**src/rtl/sub49_pkg.sv**
```systemverilog
// Shared types and sizing helpers for the multi-cycle 49-bit subtractor.
package sub49_pkg;

    typedef enum logic [1:0] {
        IDLE = 2'd0,
        RUN  = 2'd1,
        DONE = 2'd2
    } state_e;

    // Slice count for an operand of width+1 bits taken chunk bits at a time.
    function automatic int nch(input int width, input int chunk);
        return (width + chunk) / chunk;
    endfunction

    function automatic int cnt_w(input int n);
        return (n > 1) ? $clog2(n) : 1;
    endfunction

    localparam int NCH_DEFAULT   = nch(48, 16);
    localparam int CNT_W_DEFAULT = cnt_w(NCH_DEFAULT);

endpackage

```
**src/rtl/sub_chunk.sv**
```systemverilog
// Combinational CHUNK-bit ripple subtractor: d = a - b - bin, with borrow out.
module sub_chunk #(
    parameter int CHUNK = 16
) (
    input  logic [CHUNK-1:0] a_i,
    input  logic [CHUNK-1:0] b_i,
    input  logic             bin_i,
    output logic [CHUNK-1:0] d_o,
    output logic             bout_o
);

    logic [CHUNK-1:0] g;
    logic [CHUNK-1:0] p;
    logic             br;

    assign g = ~a_i & b_i;
    assign p = ~(a_i ^ b_i);

    // NOTE: br is a scratch variable rippling through the loop, so it must use
    // blocking assignments; every output gets a default first so no latch forms.
    always_comb begin
        br  = bin_i;
        d_o = '0;
        for (int i = 0; i < CHUNK; i++) begin
            d_o[i] = a_i[i] ^ b_i[i] ^ br;
            br     = g[i] | (p[i] & br);
        end
        bout_o = br;
    end

endmodule

```
**src/rtl/sub49_seq.sv**
```systemverilog
// Multi-cycle unsigned subtractor: out = A - B mod 2^(WIDTH+1), one CHUNK slice
// per clock, least significant first, with valid/ready on both sides.
module sub49_seq
    import sub49_pkg::*;
#(
    parameter int WIDTH = 48,
    parameter int CHUNK = 16
) (
    input  logic           clk,
    input  logic           rst_n,
    input  logic           in_valid,
    output logic           in_ready,
    input  logic [WIDTH:0] A,
    input  logic [WIDTH:0] B,
    output logic           out_valid,
    input  logic           out_ready,
    output logic [WIDTH:0] out,
    output logic           borrow
);

    localparam int NCH = nch(WIDTH, CHUNK);
    localparam int PW  = NCH * CHUNK;
    localparam int CW  = cnt_w(NCH);
    localparam logic [CW-1:0] LAST = CW'(NCH - 1);

    state_e         state_q, state_d;
    logic [PW-1:0]  a_q, a_d;
    logic [PW-1:0]  b_q, b_d;
    logic [PW-1:0]  res_q, res_d;
    logic           bor_q, bor_d;
    logic [CW-1:0]  cnt_q, cnt_d;

    logic [CHUNK-1:0] diff;
    logic             bout;

    // Operands shift right each RUN cycle, so the live slice is always at bit 0.
    sub_chunk #(.CHUNK(CHUNK)) u_sub_chunk (
        .a_i    (a_q[CHUNK-1:0]),
        .b_i    (b_q[CHUNK-1:0]),
        .bin_i  (bor_q),
        .d_o    (diff),
        .bout_o (bout)
    );

    always_comb begin
        state_d = state_q;
        a_d     = a_q;
        b_d     = b_q;
        res_d   = res_q;
        bor_d   = bor_q;
        cnt_d   = cnt_q;
        unique case (state_q)
            IDLE: begin
                if (in_valid) begin
                    a_d     = PW'(A);
                    b_d     = PW'(B);
                    bor_d   = 1'b0;
                    cnt_d   = '0;
                    state_d = RUN;
                end
            end
            RUN: begin
                a_d   = a_q >> CHUNK;
                b_d   = b_q >> CHUNK;
                // New slice enters at the top; after NCH shifts slice 0 sits at bit 0.
                res_d = (res_q >> CHUNK) | (PW'(diff) << (PW - CHUNK));
                bor_d = bout;
                if (cnt_q == LAST) begin
                    state_d = DONE;
                end else begin
                    cnt_d = cnt_q + CW'(1);
                end
            end
            DONE: begin
                if (out_ready) begin
                    state_d = IDLE;
                end
            end
            default: state_d = IDLE;
        endcase
    end

    // NOTE: the operand and result registers are reset too, so out never shows X
    // and a reset mid-operation leaves nothing stale behind.
    always_ff @(posedge clk or negedge rst_n) begin
        if (!rst_n) begin
            state_q <= IDLE;
            a_q     <= '0;
            b_q     <= '0;
            res_q   <= '0;
            bor_q   <= 1'b0;
            cnt_q   <= '0;
        end else begin
            state_q <= state_d;
            a_q     <= a_d;
            b_q     <= b_d;
            res_q   <= res_d;
            bor_q   <= bor_d;
            cnt_q   <= cnt_d;
        end
    end

    generate
        if (PW > WIDTH + 1) begin : g_pad
            // Padding bits of the difference are discarded by design.
            logic unused_pad;
            assign unused_pad = ^res_q[PW-1:WIDTH+1];
        end
    endgenerate

    assign in_ready  = (state_q == IDLE);
    assign out_valid = (state_q == DONE);
    assign out       = res_q[WIDTH:0];
    assign borrow    = bor_q;

endmodule

```
**config.mk**
```make
export PLATFORM = sky130hd
export DESIGN_NAME = sub49_seq
export DESIGN_NICKNAME = d
export VERILOG_FILES = /design/src/rtl/sub49_pkg.sv /design/src/rtl/sub_chunk.sv /design/src/rtl/sub49_seq.sv
export SDC_FILE = /design/constraint.sdc
export NUM_CORES = 1
export LEC_CHECK = 0
export CAP_MARGIN = 25
export CORE_MARGIN = 2
export CORE_UTILIZATION = 57
export DETAILED_ROUTE_END_ITERATION = 7
export MAX_ROUTING_LAYER = met4
export PLACE_DENSITY = 0.86
export SETUP_SLACK_MARGIN = 0.15
export SLEW_MARGIN = 20
export SYNTH_ARGS = -nofsm -noshare
export SYNTH_HDL_FRONTEND = slang
export SYNTH_HIERARCHICAL = 1
export SYNTH_SLANG_ARGS = --single-unit
```
**constraint.sdc**
```tcl
create_clock -name clk -period 17.1 [get_ports clk]
set_input_delay 3.42 -clock clk [delete_from_list [all_inputs] [get_ports clk]]
set_output_delay 3.42 -clock clk [all_outputs]
set_load 0.02 [all_outputs]
```
Yosys cells after proc, flatten, opt, wreduce, memory -nomap -nowiden:

Index checks and enable logic that the tools add are counted.

* bits in registers: 197
* bits in latches: 0
* memory bits (writable): 0
* bits in read-only memories: 0
* input bits: 102
* output and inout bits: 52
* logic and storage cells: 101
* memories: 0

* $add $sub $neg: 1
* multipliers: 0
* divide/modulo/power cells: 0
* $lt $le $gt $ge: 0
* equality and inequality tests: 7
* shift operators: 0
* muxes and demuxes: 13
* bitwise operators: 69
* reduce and logical (&&, ||, !) cells: 5

Operator list (count)
* $pmux 64 s2: 2
* $mux 64: 2
* $or 48x64->64: 1
* $not 16->16: 2
* $xor 1x1->1: 32
* $and 1x1->1: 16
* $and 16x16->16: 1
* $or 1x1->1: 16
* $xor 16x16->16: 1
* $mux 2: 5
* $ne 2x2->1 const B: 3
* $pmux 2 s3: 1
* $reduce_and 3->1: 2
* $eq 2x2->1 const B: 2
* $pmux 2 s2: 1
* $add 2x1->2 const B: 1
* $eq 2x1->1 const B: 1
* $logic_not 2->1: 1
* $ne 2x1->1 const B: 1
* $pmux 1 s2: 1
* $reduce_and 2->1: 1
* $reduce_bool 2->1: 1
* $mux 1: 1

Depth between registers and ports, before layout:

Gate-level depths: netlist of the first run.

* depth after elaboration: 35
* mapped depth: 21
* depth with buffers taken out: 21

Hierarchy:

Netlist of the first run, hierarchy kept.

By module, submodules not included
* sub49_seq: times used 1, cells an instance 657, area an instance 7921.3 sq um, seq. area each 4179.0 sq um
* sub_chunk: times used 1, cells an instance 50, area an instance 447.9 sq um, seq. area each 0.0 sq um

Worst setup path before layout of the first run:

No wires, ideal clock.

* path type: register to register
* start point: register bor_q, in the netlist borrow
* end point: register res_q[63]
* setup time: 128 ps
* data arrival time: 6744 ps
* data required time: 16972 ps
* slack: 10229 ps
* cell stages (with the launch flop): 21
* path buffers: 0
* period minus slack after synthesis: 6871 ps
* cells stage by stage: dfrtp_1 > inv_1 > fa_1 > inv_1 > fa_1 > fa_1 > fa_1 > fa_1 > fa_1 > fa_1 > fa_1 > fa_1 > fa_1 > fa_1 > fa_1 > fa_1 > fa_1 > fa_1 > inv_1 > fa_1 > mux2_1

* word-level cells in the longest chain between the ends: 32

Ends and longest elaborated chain
* start, declared: RTL line sub49_seq.sv:30 `logic bor_q, bor_d;`
* start signal, assigned: RTL line sub49_seq.sv:98 `bor_q <= bor_d;`
* $and 1x1->1: RTL line sub_chunk.sv:26 `br = g[i] | (p[i] & br);`
* $or 1x1->1: RTL line sub_chunk.sv:26
* $and 1x1->1: RTL line sub_chunk.sv:26
* $or 1x1->1: RTL line sub_chunk.sv:26
* $and 1x1->1: RTL line sub_chunk.sv:26
* $or 1x1->1: RTL line sub_chunk.sv:26
* $and 1x1->1: RTL line sub_chunk.sv:26
* $or 1x1->1: RTL line sub_chunk.sv:26
* (+17 left out)
* $or 1x1->1: RTL line sub_chunk.sv:26
* $and 1x1->1: RTL line sub_chunk.sv:26
* $or 1x1->1: RTL line sub_chunk.sv:26
* $and 1x1->1: RTL line sub_chunk.sv:26
* $or 1x1->1: RTL line sub_chunk.sv:26
* $xor 1x1->1: RTL line sub_chunk.sv:25 `d_o[i] = a_i[i] ^ b_i[i] ^ br;`
* named net diff[15]: RTL line sub49_seq.sv:33 `logic [CHUNK-1:0] diff;`
* $or 48x64->64: RTL line sub49_seq.sv:66 `res_d = (res_q >> CHUNK) | (PW'(diff) << (PW - CHUNK));`
* end signal, assigned: RTL line sub49_seq.sv:97 `res_q <= res_d;`
* end, declared: RTL line sub49_seq.sv:29 `logic [PW-1:0] res_q, res_d;`

The timed path passes the listed nets, and every way through them passes these cells.
A chain may end at the register's enable or synchronous reset.

Worst setup path after layout of the first run:

Same ends and word-level chain as after synthesis.

==> results of run 1 <==
-- cell type report --
class | count | area share
sequential | 167 | 0.4114
timing repair buffer | 162 | 0.1595
clock buffer | 24 | 0.04635
clock inverter | 8 | 0.01193
tap | 184 | 0.02262
multi-input combinational | 330 | 0.3110
inverter | 101 | 0.03726
-- path summary, 6_finish.rpt --
kind / start / end / slack (ps) / cells after the start
max: borrow / res_q[63] / 9990 / 20
min: res_q[2] / res_q[2] / 490 / 1
max reg2reg: borrow / res_q[63] / 9990 / 20
min reg2reg: res_q[2] / res_q[2] / 490 / 1
max in group asynchronous: rst_n / state_q[1] / 12450 / 2
min in group asynchronous: rst_n / res_q[19] / 3050 / 1
-- cells by family (layout without fill, tap and decap cells) --
| group | count (synthesis) | count (layout) | share of synthesized area |
|---|---|---|---|
| AOI/OAI and AO/OA | 105 | 105 | 0.1115 |
| buffers and inverters | 210 | 295 | 0.1253 |
| and+or+nand+nor | 144 | 144 | 0.1380 |
| adders and majority gates | 17 | 17 | 0.03977 |
| muxes | 64 | 64 | 0.08611 |
| DFF | 167 | 167 | 0.4993 |
-- flip-flops by register name, indices dropped and copies added (netlist names) --
| signal | cells |
|---|---|
| borrow | 1 |
| a_q | 49 |
| res_q | 64 |
| state_q | 2 |
| cnt_q | 2 |
| b_q | 49 |
-- per-stage QoR --
stage | utilization | worst slack (ps) | hold WS (ps) | power (mW)
after floorplan | - | 10230 | 450.3 | 1.457
after global routing | 0.7055 | 9804 | 513.4 | 2.225
after detailed placement | 0.6636 | 10020 | 481.6 | 1.693
final | 0.7055 | 9990 | 487.4 | 2.075
after CTS | 0.7047 | 10020 | 494.9 | 2.087
after global placement | 0.6609 | 10170 | 469.3 | 1.636
-- worst register-to-register path, delay by kind of cell (launching register included) --
kind                       cells  cell delay (ps)
adders and majority gates     16             6090
buffers and inverters          3              200
DFF                            1              410
muxes                          1              300
-- cell usage after synthesis, types with 2 or more instances --
master | count | area (µm²)
nor2b_1 | 2 | 12.51
mux2_1 | 64 | 720.7
a211oi_1 | 46 | 345.3
nand2b_1 | 4 | 25.02
buf_4 | 58 | 435.4
buf_2 | 22 | 110.1
fa_1 | 16 | 320.3
a211oi_2 | 19 | 237.7
buf_6 | 2 | 22.52
nor4b_1 | 66 | 578.1
inv_1 | 101 | 379.1
a22o_1 | 33 | 289.0
clkbuf_1 | 27 | 101.4
nor3b_1 | 66 | 495.5
dfrtp_1 | 167 | 4179
-- where the power goes --
group | leakage [nW] | internal (mW) | switching (mW)
registers | 2.02 | 0.595 | 0.156
logic | 2.06 | 0.457 | 0.482
clock network | 0.288 | 0.237 | 0.148
total | 4.36 | 1.29 | 0.786
-- layout by cell type, fill, tap and decap left out, types with 5 or more instances in the layout --
master,instances
clkdlybuf4s50_1,151
buf_4,6
fa_1,16
nor4b_1,66
a211oi_1,46
clkbuf_1,5
dfrtp_1,165
mux2_1,64
a22o_1,33
nor3b_1,66
a211oi_2,19
inv_1,101
clkbuf_16,17
-- metal layers --
metal | global-route usage | vias to the layer above
li1 | - | 2576
met2 | 0.3654 | 188
met1 | 0.3310 | 2805
met3 | 0.04621 | 27
met4 | 0.08693 | 0
met5 | - | -
==> flow_metrics.tcl, run 1 <==
set metrics [dict create \
    outcome "finished, final reports clean" \
    yosysUniqueCellTypes 29 \
    synth-seq-area-share 0.4993 \
    drc_errors 0 \
    dp.final_hpwl_mm 12.11 \
    synth_cells 707 \
    leakagePower_nw 4.361 \
    n_fill_cell 1007 \
    asyncSetResetFlopFracSynth 1.000 \
    grt_pass1_wl_mm 29.26 \
    post-cts-setup-buffers 0 \
    hp-class "flip-flop to flip-flop" \
    wl_per_cell_um 18.02 \
    wl_met1_mm 7.783 \
    post_synth_instance_area_um2 8369 \
    port-buffer-count 153 \
    synth-edff-count 0 \
    timing.critical_path.max_delay_family "adder cells" \
    numClockSinks 167 \
    cts_buffers 17 \
    power.ir.vdd_worst_mv 0.08645 \
    final_design_area_excluding_fillers_um2 10180 \
    num-nets-final 898 \
    cts.path.max_buffers 2 \
    grt_antenna_before_repair 0 \
    layout-drive-gt1-share 0.07955 \
    crit_chain "inv_1, fa_1, inv_1, fa_1, fa_1, fa_1, fa_1, fa_1, fa_1, fa_1, fa_1, fa_1, fa_1, fa_1, fa_1, fa_1, fa_1, inv_1, fa_1, mux2_1" \
    synth.ff_latch_count 167 \
    finalMaxSlewViolations 0 \
    wl_mm 17.59 \
    syn_to_final_growth_pct 21.59 \
    gp_congestion 0.8612 \
    timing.slew.headroom 0.3869 \
    seq_area_um2 4187 \
    power.density_cell_area_nw_per_um2 203.9 \
    drv_cap 0 \
    slowest_delay_ps 420 \
    crit_path_top_delay_cell "fa_1" \
    clkSlewWorstSetupHoldPaths_ps 60 \
    post-route-period-util 0.4158 \
    cts_htree_levels 4 \
    fp.dieH_um 125.2 \
    worst_setup_path_end_kind "flip-flop" \
    drt_iter0_markers 473 \
    grt_pass1_vias 5650 \
    design.die.area_um2 15670 \
    cts_tree "yes" \
    grt_setup_unrepaired "false" \
    initial_core_util 0.5802 \
    yosysWarningCount 6 \
    drtPass1Iterations 5 \
    finalNonFillerCells 976 \
    via_per_inst 5.734 \
    fp.coreArea_um2 14420 \
    final.setup.tns_ps 0 \
    num_vias 5596 \
    globalRouteOverflowTotal 0 \
    critical_path_class "flip-flop to flip-flop" \
    drtAntennaViolNets 0 \
    syn_area_per_cell_um2 11.84 \
    root_buffer "clkbuf_16" \
    place_area_um2 9572 \
    final-setup-viol-count 0 \
    cts.repair.resized 0 \
    yosys_most_used_dff "dfrtp_1" \
    met2_length_mm 8.522 \
    ios 154 \
    die_span_x_um 125.2 \
    max_slew.worst_pin.slew_ps 919.7 \
    grt.total_usage 0.2418 \
    cp-start-kind "flip-flop" \
    multi_input_comb_area_um2 3164 \
    worst-path-buf-inv 3 \
    dp_cells 943 \
    data_arrival_at_the_endpoint_of_the_critical_path_ps 7410 \
    antenna_cells 0 \
    final.setup_skew_ps 5.915 \
    hold_violations 0 \
    grt_max_degree 97 \
    num_rows 44 \
    worst_ep_required_time_ps 17400 \
    syn-num-nets 826 \
    cpMostUsedCell "fa_1" \
    fmaxAchievable_ghz 0.1406 \
    post_cts_hold_buffer_count 0 \
    dr.max_layer_used "met4" \
    routed-wl-met3_um 950 \
    worst-path-max-fanout 3 \
    layout_min_cycle_time_ps 7110 \
    clock_latency_of_the_later_clocked_register_in_the_worst_skew_pair_ps 420 \
]
Note: power is estimated with default switching activity, not from simulation.
==> run 2: changes to the inputs <==
- CORE_UTILIZATION: 57 -> 53
- PLACE_DENSITY: 0.86 -> 0.81
- clock period: 17.1 -> 7 ns (I/O delays scaled with it)
==> run 2 against run 1 <==
  * Clock skew rose by 3.3 ps
  * Sequential power rose by 140%
  * Cell count rose by 2.7%
  * Power rose by 140%
  * Clock power rose by 130%
  * Worst hold slack got worse by 12 ps
  * Via count fell by 0.73%
  * Critical path depth did not move
  * Count of clock-buffer cells in the layout fell by 2
  * Register-to-register slack got worse by 9600 ps
  * Final area barely moved
  * Flip-flop and latch count did not move
  * Critical path type unchanged
  * Highest routed layer unchanged
==> flow_metrics.tcl, run 2 (synthesis gave the netlist of run 1 again) <==
set metrics [dict create \
    power.ir.vdd_worst_mv 0.2694 \
    initial_core_util 0.5465 \
    r2r_slack_ps 380 \
    final_cell_mix "164 x dfrtp_1, 151 x clkdlybuf4s50_1, 101 x inv_1" \
    worst_case_reg_to_reg_path_depth 20 \
    cpMostUsedCell "fa_2" \
    wl_per_cell_um 17.54 \
    cts_tree "yes" \
    num_rows 45 \
    fp.dieH_um 129.7 \
    cp-start-kind "flip-flop" \
    worst_setup_path_end_kind "flip-flop" \
    worst-path-buf-inv 3 \
    drtPass1Iterations 5 \
    outcome "finished, final reports clean" \
    final_common_cell "dfrtp_1" \
    final.setup.tns_ps 0 \
    fp.coreArea_um2 15310 \
    power.switching_mw 1.920 \
    antenna_cells 0 \
    syn_to_final_growth_pct 21.66 \
    grt_pass1_wl_mm 28.65 \
    root_buffer "clkbuf_16" \
    drv_cap 0 \
    die_span_x_um 129.7 \
    switching_share 0.3816 \
    max_slew.worst_pin.slew_ps 894.9 \
    gp_congestion 0.8328 \
    via_per_inst 5.544 \
    drt_iter0_markers 450 \
    fmaxAchievable_ghz 0.1510 \
    clock_latency_of_the_later_clocked_register_in_the_worst_skew_pair_ps 430 \
    critical_path_depth 20 \
    largest-register "res_q" \
    drc_errors 0 \
    layout-drive-gt1-share 0.09355 \
    layout_min_cycle_time_ps 6621 \
    worst-path-max-fanout 2 \
    port-buffer-count 153 \
    grt.total_usage 0.2283 \
    worst_ep_required_time_ps 7300 \
    power.share.sequential 0.360 \
    post-route-period-util 0.9459 \
    crit_chain "inv_1, fa_1, inv_1, fa_1, fa_2, fa_2, fa_2, fa_2, fa_2, fa_2, fa_2, fa_2, fa_2, fa_1, fa_1, fa_1, fa_1, inv_1, fa_1, mux2_1" \
    data_arrival_at_the_endpoint_of_the_critical_path_ps 6930 \
    p_int_mw 3.111 \
    hp-class "flip-flop to flip-flop" \
    slowest_delay_ps 410 \
    clkSlewWorstSetupHoldPaths_ps 60 \
    final-setup-viol-count 0 \
    wl_mm 17.58 \
    grt_setup_unrepaired "false" \
    dp.final_hpwl_mm 11.79 \
    numClockSinks 167 \
    num-nets-final 898 \
    power.density_cell_area_nw_per_um2 494.2 \
    hold_violations 0 \
    cts.path.max_buffers 2 \
    final.setup_skew_ps 9.204 \
    pwr-share-clk 0.179 \
    grt_pass1_vias 5500 \
    top_regs "res_q x64, a_q x49, b_q x49" \
    drtAntennaViolNets 0 \
    cts_buffers 17 \
    timing.critical_path.max_delay_family "adder cells" \
    crit_path_top_delay_cell "fa_1" \
    globalRouteOverflowTotal 0 \
    critical_path_class "flip-flop to flip-flop" \
    grt_antenna_before_repair 0 \
    cts_htree_levels 4 \
    combinationalPowerShare 0.461 \
    design.die.area_um2 16810 \
    holdPathStages 1 \
    whs_ps 474.9 \
    leakagePower_nw 4.336 \
    ios 154 \
    finalMaxSlewViolations 0 \
    grt_max_degree 96 \
    num_vias 5555 \
    number_of_flip_flops_in_the_largest_register 64 \
    timing.slew.headroom 0.4034 \
]
-- run 2: changes by cell type in the layout (fill, tap and decap cells not counted), moves of 2 or more --
cell      before  now
buf_4          6    8
clkbuf_1       5    3
clkinv_2       3    5
fa_1          16    7
fa_2           0    9
-- run 2: routing by layer --
layer | part of all wire | GRT usage | routed length [µm] | vias up
met4 | 0.025 | 0.09045 | 434 | 0
met2 | 0.47 | 0.3415 | 8314 | 157
met1 | 0.46 | 0.3130 | 8152 | 2793
met5 | 0 | - | 0 | -
met3 | 0.038 | 0.03922 | 676 | 31
li1 | - | - | - | 2574
-- run 2: timing repair --
action,in CTS,in global routing
hold buffers,0,0
setup endpoints to repair,1,1
setup buffers,0,0
gates cloned,0,0
resized for setup,4,5
-- run 2: power by group through the flow --
| stage | Combinational [mW] | Clock (mW) | Sequential [mW] |
|---|---|---|---|
| final | 2.32 | 0.903 | 1.81 |
| after global routing | 2.57 | 0.958 | 1.88 |
| after CTS | 2.34 | 0.917 | 1.82 |
| after detailed placement | 2.31 | 0 | 1.83 |
| after global placement | 2.22 | 0 | 1.80 |
| after floorplan | 1.90 | 0 | 1.66 |
-- run 2: worst paths after layout --
path                               to       from
setup / recovery            res_q[63]     b_q[0]
hold / removal              res_q[33]  res_q[49]
setup reg to reg            res_q[63]     b_q[0]
hold reg to reg             res_q[33]  res_q[49]
max in group asynchronous  state_q[0]      rst_n
min in group asynchronous    res_q[2]      rst_n
-- run 2: final cells by class --
type / count / area, µm²
Sequential cell: 167 / 4188
Tap cell: 211 / 264.0
Inverter: 101 / 379.1
Clock inverter: 9 / 101.3
Timing Repair Buffer: 162 / 1599
Fill cell: 1141 / 5132
Clock buffer: 22 / 464.2
Multi-Input combinational cell: 330 / 3187
-- run 2: metrics by stage --
step	setup slack [ps]	utilization	power (mW)	area [µm²]	std cells
final	379.0	0.6649	5.032	10180	1002
after global routing	183.8	0.6649	5.408	10180	1002
after CTS	163.9	0.6641	5.068	10170	1002
after detailed placement	-23.25	0.6265	4.136	9594	971
after global placement	58.53	0.6257	4.023	9583	970
after floorplan	151.3	-	3.560	8371	707
